## src/rtl/vga_scanout_controller.sv

```systemverilog
// Raster-order frame-buffer fetcher with a small prefetch FIFO feeding the vga rgb stream.
// Supports start/stop-at-frame-end and flush/restart on sink sync errors.
//
// state  | meaning
// IDLE   | no fetch, no stream; waiting for start_i
// FILL   | fetching, stream held off until the prefetch FIFO is full
// STREAM | fetching and streaming; an empty FIFO just drops valid
// DRAIN  | fetch halted after the last pixel of the frame; emptying FIFO
module vga_scanout_controller #(
  parameter int RED_BITS   = 4,
  parameter int GREEN_BITS = 4,
  parameter int BLUE_BITS  = 4,
  parameter int X_DISPLAY  = 10,
  parameter int Y_DISPLAY  = 10,
  parameter int ADDR_WIDTH = 7,
  parameter int FIFO_DEPTH = 4
) (
  input  logic                                    clock,
  input  logic                                    reset,
  input  logic                                    start_i,
  input  logic                                    stop_i,
  input  logic                                    sync_error_i,
  output logic                                    mem_rd_en_o,
  output logic [ADDR_WIDTH-1:0]                   mem_addr_o,
  input  logic [RED_BITS+GREEN_BITS+BLUE_BITS-1:0] mem_rd_data_i,
  input  logic                                    rgb_ready_i,
  output logic                                    rgb_valid_o,
  output logic [RED_BITS-1:0]                     rgb_data_red_o,
  output logic [GREEN_BITS-1:0]                   rgb_data_green_o,
  output logic [BLUE_BITS-1:0]                    rgb_data_blue_o,
  output logic                                    rgb_last_o,
  output logic                                    busy_o,
  output logic [15:0]                             frame_count_o,
  output logic [7:0]                              error_count_o
);

  localparam int PIX_W = RED_BITS + GREEN_BITS + BLUE_BITS;
  localparam int PTR_W = $clog2(FIFO_DEPTH);
  localparam int LVL_W = PTR_W + 1;
  localparam logic [ADDR_WIDTH-1:0] LAST_ADDR = ADDR_WIDTH'(X_DISPLAY * Y_DISPLAY - 1);
  localparam logic [LVL_W-1:0]      FULL_LVL  = LVL_W'(FIFO_DEPTH);

  localparam logic [1:0] S_IDLE   = 2'd0;
  localparam logic [1:0] S_FILL   = 2'd1;
  localparam logic [1:0] S_STREAM = 2'd2;
  localparam logic [1:0] S_DRAIN  = 2'd3;

  logic [1:0]            state, state_nxt;
  logic [ADDR_WIDTH-1:0] addr;
  logic                  inflight, inflight_last;
  logic                  stop_pending;
  logic [PIX_W-1:0]      fifo_data [FIFO_DEPTH];
  logic                  fifo_last [FIFO_DEPTH];
  logic [PTR_W-1:0]      wr_ptr, rd_ptr;
  logic [LVL_W-1:0]      level;
  logic [15:0]           frame_count;
  logic [7:0]            error_count;

  logic             fetching, room, issue, flush, stop_req, pop, head_last, at_last;
  logic [LVL_W:0]   occupancy;
  logic [PIX_W-1:0] head;

  assign fetching  = (state == S_FILL) || (state == S_STREAM);
  assign occupancy = {1'b0, level} + {{LVL_W{1'b0}}, inflight};
  assign room      = occupancy < {1'b0, FULL_LVL};
  // A read issued alongside a flush would be discarded anyway, so suppress it.
  assign issue     = fetching && room && !sync_error_i;
  assign flush     = sync_error_i && (state != S_IDLE);
  assign stop_req  = stop_pending || (stop_i && fetching);
  assign at_last   = (addr == LAST_ADDR);
  assign head      = fifo_data[rd_ptr];
  assign head_last = fifo_last[rd_ptr];
  assign pop       = rgb_valid_o && rgb_ready_i;

  always_comb begin
    state_nxt = state;
    case (state)
      S_IDLE:   if (start_i) state_nxt = S_FILL;
      S_FILL: begin
        if (issue && at_last && stop_req) state_nxt = S_DRAIN;
        else if (level == FULL_LVL)       state_nxt = S_STREAM;
      end
      S_STREAM: if (issue && at_last && stop_req) state_nxt = S_DRAIN;
      S_DRAIN:  if (pop && head_last) state_nxt = S_IDLE;
      default:  state_nxt = S_IDLE;
    endcase
    if (flush) state_nxt = stop_req ? S_IDLE : S_FILL;
  end

  always_ff @(posedge clock or posedge reset) begin
    if (reset) begin
      state         <= S_IDLE;
      addr          <= '0;
      inflight      <= 1'b0;
      inflight_last <= 1'b0;
      stop_pending  <= 1'b0;
      wr_ptr        <= '0;
      rd_ptr        <= '0;
      level         <= '0;
      frame_count   <= '0;
      error_count   <= '0;
      for (int i = 0; i < FIFO_DEPTH; i++) begin
        fifo_data[i] <= '0;
        fifo_last[i] <= 1'b0;
      end
    end else begin
      state <= state_nxt;
      if (state_nxt == S_IDLE)    stop_pending <= 1'b0;
      else if (stop_i && fetching) stop_pending <= 1'b1;

      if (pop && head_last) frame_count <= frame_count + 16'd1;

      if (flush) begin
        addr     <= '0;
        inflight <= 1'b0;
        wr_ptr   <= '0;
        rd_ptr   <= '0;
        level    <= '0;
        if (error_count != 8'hFF) error_count <= error_count + 8'd1;
      end else begin
        if (state == S_IDLE && start_i) addr <= '0;
        else if (issue)                 addr <= at_last ? '0 : addr + ADDR_WIDTH'(1);
        inflight      <= issue;
        inflight_last <= at_last;
        if (inflight) begin
          fifo_data[wr_ptr] <= mem_rd_data_i;
          fifo_last[wr_ptr] <= inflight_last;
          wr_ptr            <= wr_ptr + PTR_W'(1);
        end
        if (pop) rd_ptr <= rd_ptr + PTR_W'(1);
        if (inflight && !pop)      level <= level + LVL_W'(1);
        else if (!inflight && pop) level <= level - LVL_W'(1);
      end
    end
  end

  assign mem_rd_en_o      = issue;
  assign mem_addr_o       = addr;
  assign rgb_valid_o      = (level != '0) && ((state == S_STREAM) || (state == S_DRAIN));
  assign rgb_data_red_o   = head[PIX_W-1 -: RED_BITS];
  assign rgb_data_green_o = head[BLUE_BITS +: GREEN_BITS];
  assign rgb_data_blue_o  = head[BLUE_BITS-1:0];
  assign rgb_last_o       = head_last;
  assign busy_o           = (state != S_IDLE);
  assign frame_count_o    = frame_count;
  assign error_count_o    = error_count;

endmodule

```

## config.mk

```make
export PLATFORM = sky130hd
export DESIGN_NAME = vga_scanout_controller
export DESIGN_NICKNAME = d
export VERILOG_FILES = /design/src/rtl/vga_scanout_controller.sv
export SDC_FILE = /design/constraint.sdc
export NUM_CORES = 1
export LEC_CHECK = 0
export ABC_AREA = 1
export CAP_MARGIN = 5
export CELL_PAD_IN_SITES_DETAIL_PLACEMENT = 1
export CELL_PAD_IN_SITES_GLOBAL_PLACEMENT = 2
export CORE_MARGIN = 2
export CORE_UTILIZATION = 30
export DETAILED_ROUTE_END_ITERATION = 6
export GPL_TIMING_DRIVEN = 1
export PLACE_DENSITY = 0.76
export SLEW_MARGIN = 20
export SYNTH_ARGS = -nofsm -noshare
export SYNTH_HDL_FRONTEND = slang
export SYNTH_SLANG_ARGS = --single-unit
```

## constraint.sdc

```tcl
create_clock -name clock -period 3.74 [get_ports clock]
set_clock_uncertainty 0.2 [all_clocks]
set_input_delay 0.561 -clock clock [delete_from_list [all_inputs] [get_ports clock]]
set_output_delay 0.561 -clock clock [all_outputs]
set_load 0.01 [all_outputs]
```

==> results of run 1 <==
-- cell usage in the layout (no fill, tap or decap), drive strengths merged, types with 9 or more instances in the layout --
cell type      Yosys  layout
nand2            137     137
dfrtp             95      95
o21ai             89      89
clkdlybuf4s50      0      64
inv               64      63
nor2              52      52
nand3             22      22
o22ai             16      16
nor3              14      14
xor2              13      13
ha                12      12
clkbuf            10      12
xnor2              9       9
-- per-stage QoR --
stage / util / worst slack [ns] / hold WS, ns
6_report: 0.386 / 0.699 / 0.281
5_1_grt: 0.386 / 0.482 / 0.306
4_1_cts: 0.386 / 0.658 / 0.287
3_5_place_dp: 0.365 / 0.998 / 0.272
3_3_place_gp: 0.365 / 1.03 / 0.260
2_1_floorplan: - / 0.502 / 0.248
-- kinds of logic after synthesis --
family / after synthesis
simple gates: 234
xor+xnor: 22
compound gates: 116
fa+ha+maj: 13
buf+inv: 80
flops: 95
-- cell type report --
cell class,count,share of cell area
Sequential cell,95,0.402
Multi-Input combinational cell,385,0.345
Timing Repair Buffer,66,0.113
Tap cell,211,0.0447
Clock buffer,12,0.0417
Inverter,64,0.0413
Clock inverter,3,0.0114
-- sequential cells by signal, indices dropped and copies added (netlist names) --
name	count
wr_ptr	2
fifo_last	4
rd_ptr	2
inflight_last	1
fifo_data	48
frame_count_o	16
mem_addr_o	7
inflight	1
level	3
stop_pending	1
error_count_o	8
state	2
-- routing by layer --
metal	track usage	share of wire
met1	0.219	0.49
met2	0.257	0.47
met3	0.0262	0.029
met4	0.0569	0.016
met5	0	0
-- tightest hold or removal path: cells and delay by family, from the launching register on --
| family | cells | cell delay [ns] |
|---|---|---|
| compound gates | 1 | 0.06 |
| flops | 1 | 0.33 |
| simple gates | 1 | 0.05 |
-- path summary, 6_finish.rpt --
path | from | end | slack [ns] | cells past startpoint
min in group asynchronous | reset | frame_count_o[9] | 0.46 | 2
setup reg to reg | state[0] | level[2] | 1.11 | 13
hold / removal | fifo_data[16] | fifo_data[16] | 0.28 | 2
hold reg to reg | fifo_data[16] | fifo_data[16] | 0.28 | 2
max in group asynchronous | reset | fifo_data[27] | 2.13 | 3
setup / recovery | rd_ptr[1] | rgb_data_red_o[3] | 0.70 | 4
-- where the power goes --
group          switching, mW  internal [mW]  leakage [nW]
Combinational          0.908          0.742          1.33
Sequential             0.250           1.33          1.25
Clock                  0.386          0.601         0.149
Total                   1.54           2.67          2.73
==> impl_metrics.ini, run 1 <==
[run_status]
outcome = completed

[synth]
yosys_warnings = 0
syn_nets = 591
ys_seq_elements = 95
synth_top_family_by_area = simple AND/OR/NAND/NOR gates
synth_area_um2 = 4740
synth_mux_area_frac = 0
synth.area.top_cells = dfrtp_1 50%, nand2_1 10%, o21ai_0 9.3%
ys_seq_area_frac = 0.501
synth_compound_gate_area_share = 0.129
synth_area_leader_cell = dfrtp_1
yosysTopAreaCellShare = 0.501
async_flop_share = 1.00
synth.most_common_cell = nand2_1
synthAdderAreaFrac = 0.0359
synth_xor_area_frac = 0.0406
synth_common_cells = 130 x nand2_1, 95 x dfrtp_1, 88 x o21ai_0, 60 x inv_1, 47 x nor2_1
syn_avg_cell_area_um2 = 8.47
synth_edf_count = 0
yosys.area_share.simple = 0.225
synth_cells = 560
synth-main-ff-cell = dfrtp_1
post_synth_num_cell_types = 37

[die]
die-area_um2 = 16800
die_h_um = 130
fp.dieW_um = 130
start_util = 0.310
ios = 65
rows = 45
core_area_um2 = 15300

[timing]
min_period_over_period = 0.813
final.setup.tns_ns = 0
slew_violations = 0
rsz0062_at_grt = false
hold_violations = 0
worst_slew_pin_slew_ns = 0.787
final.min_clock_period_ns = 3.04
fmax_mhz = 329
max_slew_margin = 0.475
setup_viol = 0

[drt]
drt_iter0_markers = 207
routed_wl_um = 12200
vias_per_cell = 4.62
drc = 0
first_pass_iters = 4
routedWlPerCell_um = 14.6
ant_nets = 0
num_vias = 3864

[layout]
multiInputGateArea_um2 = 2040
stdcell_area_um2 = 5910
instances_no_fill = 836
diodes = 0
syn_to_final_growth_pct = 24.6
seq_area_um2 = 2380
fillers = 1791
fin_nets = 652
drive_gt1_frac = 0.0672

[flow_run]
drv_cap = 0

[critical_path]
required_ns = 2.98
slowest_stage = dfrtp_1
cpLargestDelayFamily = buffers and inverters
crit_buf_inv = 2
worstSetupEndpointType = primary output
critical_path_class = reg -> out
critPathMaxFanout = 16
critPathLaunchType = flop
cp.arrival_ns = 2.28
crit_chain = inv_1 > o21ai_0 > o22ai_1 > clkdlybuf4s50_1
slowest_delay_ns = 0.57

[global_route]
overflow = 0
first_global_vias = 4256
grt_max_degree = 55
grt_pass1_wl_um = 21100
antenna_found_initial = 0
grtUsageTotal = 0.160

[clocking]
cts.clk_slew.worst_paths_ns = 0.06
insertion_delay_ns = 0.35
postCtsResizedCells = 0
cts_hold_buffers = 0
cts_buffers = 9
post_cts_buffers = 0
clock_sinks = 95
clockRootBuffer = clkbuf_16
cts.htree.levels = 3
cts_tree = built
clockBufferDepth = 2

[place]
gp_congestion = 0.788
dp_cells = 821
portBuffers = 64
placed_area_um2 = 5590
place_hpwl_um = 8540

[pwr]
ir_drop_uv = 245
p_leak_nw = 2.73
cellPowerDensity_nw_per_um2 = 713
p_total_mw = 4.21

[min_path]
hold_path_class = reg -> reg
No activity file was read; power rests on OpenSTA's default activity.
==> run 2, diff against run 1 <==
==> constraint.sdc (replaced) <==
create_clock -name clock -period 2.95 [get_ports clock]
set_clock_uncertainty 0.2 [all_clocks]
set_input_delay 0.4425 -clock clock [delete_from_list [all_inputs] [get_ports clock]]
set_output_delay 0.4425 -clock clock [all_outputs]
set_load 0.01 [all_outputs]
==> impl_metrics.ini, run 2 (synthesis results as in run 1) <==
[drt]
vias_per_cell = 4.72
num_vias = 3968
routedWlPerCell_um = 14.7
drt_iter0_markers = 163
first_pass_iters = 4
routed_wl_um = 12300
ant_nets = 0
drc = 0

[critical_path]
crit_buf_inv = 2
cp.arrival_ns = 2.10
r2r-end = level[2]
r2r_start = state[0]
slowest_delay_ns = 0.56
critical_path_class = reg -> out
critPathLaunchType = flop
crit_chain = inv_1 > ha_1 > nand3_1 > nor2_4 > clkdlybuf4s50_1
reg2reg_slack_ns = 0.39
critPathMaxFanout = 6
reg2regPathDepth = 13
slowest_stage = clkdlybuf4s50_1
cpLargestDelayFamily = buffers and inverters
worstSetupEndpointType = primary output
required_ns = 2.31

[pwr]
clkPwrFrac = 0.208
cellPowerDensity_nw_per_um2 = 884
p_total_mw = 5.21
ir_drop_uv = 378
p_leak_nw = 2.73
power_frac_comb = 0.415
power.switching_fraction = 0.385
intPower_mw = 3.20
seq_power_share = 0.376
power.switching_mw = 2.01

[layout]
diodes = 0
largest_reg_flops = 48
fin_nets = 655
syn_to_final_growth_pct = 24.4
drive_gt1_frac = 0.0747
largest_register = fifo_data
final_common_cell = nand2_1
final_cell_mix = 130 x nand2_1, 95 x dfrtp_1, 88 x o21ai_0

[clocking]
cts.clk_slew.worst_paths_ns = 0.06
postCtsResizedCells = 0
clockBufferDepth = 2
cts_buffers = 9
clockRootBuffer = clkbuf_16
clock_sinks = 95
insertion_delay_ns = 0.35
cts_hold_buffers = 0
cts.htree.levels = 3
post_cts_buffers = 0
cts_tree = built

[global_route]
first_global_vias = 4295
grtUsageTotal = 0.160
overflow = 0
grt_max_degree = 49
grt_pass1_wl_um = 21200
antenna_found_initial = 0

[min_path]
min_to = fifo_data[24]
hold_path_class = reg -> reg
holdPathStages = 2
hp-start = fifo_data[24]

[timing]
setup_slack_ns = 0.211
rsz0062_at_grt = false
worst_slew_pin_slew_ns = 0.599
setup_viol = 0
min_period_over_period = 0.929
final.min_clock_period_ns = 2.74
hold_violations = 0
max_slew_margin = 0.600
fmax_mhz = 365
slew_violations = 0
final.setup.tns_ns = 0

[place]
gp_congestion = 0.819
portBuffers = 64
dp_slack_ns = 0.365
place_hpwl_um = 8410

[die]
ios = 65
fp.dieW_um = 130
rows = 45
core_area_um2 = 15300
die-area_um2 = 16800
die_h_um = 130
start_util = 0.310

[flow_run]
drv_cap = 0

[run_status]
outcome = completed
## run 2: worst reg2reg max path, cell delays in order (launching register included)
cell and delay [ns]:
dfrtp_1 0.41, inv_1 0.14, ha_1 0.22, or2_0 0.13, nand2_1 0.10, nor2_4 0.14, inv_1 0.09, nand2_1 0.11
inv_1 0.07, fa_1 0.38, xnor2_1 0.18, xor2_1 0.18, nand3_1 0.08, o21ai_0 0.08
## run 2: layout make-up
type | count | area (um^2)
Clock inverter | 6 | 36.3
Sequential cell | 95 | 2380
Fill cell | 1814 | 9420
Clock buffer | 10 | 229
Tap cell | 211 | 264
Multi-Input combinational cell | 385 | 2040
Timing Repair Buffer | 69 | 703
Inverter | 64 | 246
## run 2: worst max-delay path by stage
| stage | startpoint | endpoint | slack [ns] | cells after the start |
|---|---|---|---|---|
| after global placement | rgb_ready_i | level[2] | 0.46 | 11 |
| final | state[1] | mem_rd_en_o | 0.21 | 5 |
| after CTS | state[1] | mem_rd_en_o | 0.18 | 5 |
| after global routing | rd_ptr[1] | rgb_data_blue_o[1] | 0.08 | 4 |
| after floorplan | state[0] | level[2] | 0.61 | 13 |
| after detailed placement | rgb_ready_i | level[2] | 0.37 | 11 |
## run 2: stage by stage
stage                util  instance area, um^2  cells  hold slack [ns]
global route        0.385                 5900    840            0.306
CTS                 0.385                 5900    840            0.289
global placement    0.368                 5630    824            0.260
floorplan               -                 4740    560            0.248
detailed placement  0.368                 5630    824            0.273
finish              0.385                 5900    840            0.283
## run 2: per-layer routing
layer  global-route usage  vias to the layer above  share of wire  wire length [um]
met5                    0                        -              0                 0
met4               0.0531                        0          0.015               184
met3               0.0303                       13          0.029               363
met2                0.267                       46           0.48              5980
met1                0.210                     1973           0.47              5820
li1                     -                     1936              -                 -
## run 2: power groups by stage
| stage | Clock (mW) | Sequential [mW] | Combinational [mW] |
|---|---|---|---|
| 6_report | 1.09 | 1.96 | 2.16 |
| 5_1_grt | 1.20 | 2.02 | 2.46 |
| 4_1_cts | 1.13 | 1.96 | 2.20 |
| 3_5_place_dp | 0 | 1.98 | 2.20 |
| 3_3_place_gp | 0 | 1.96 | 2.12 |
| 2_1_floorplan | 0 | 1.94 | 1.32 |
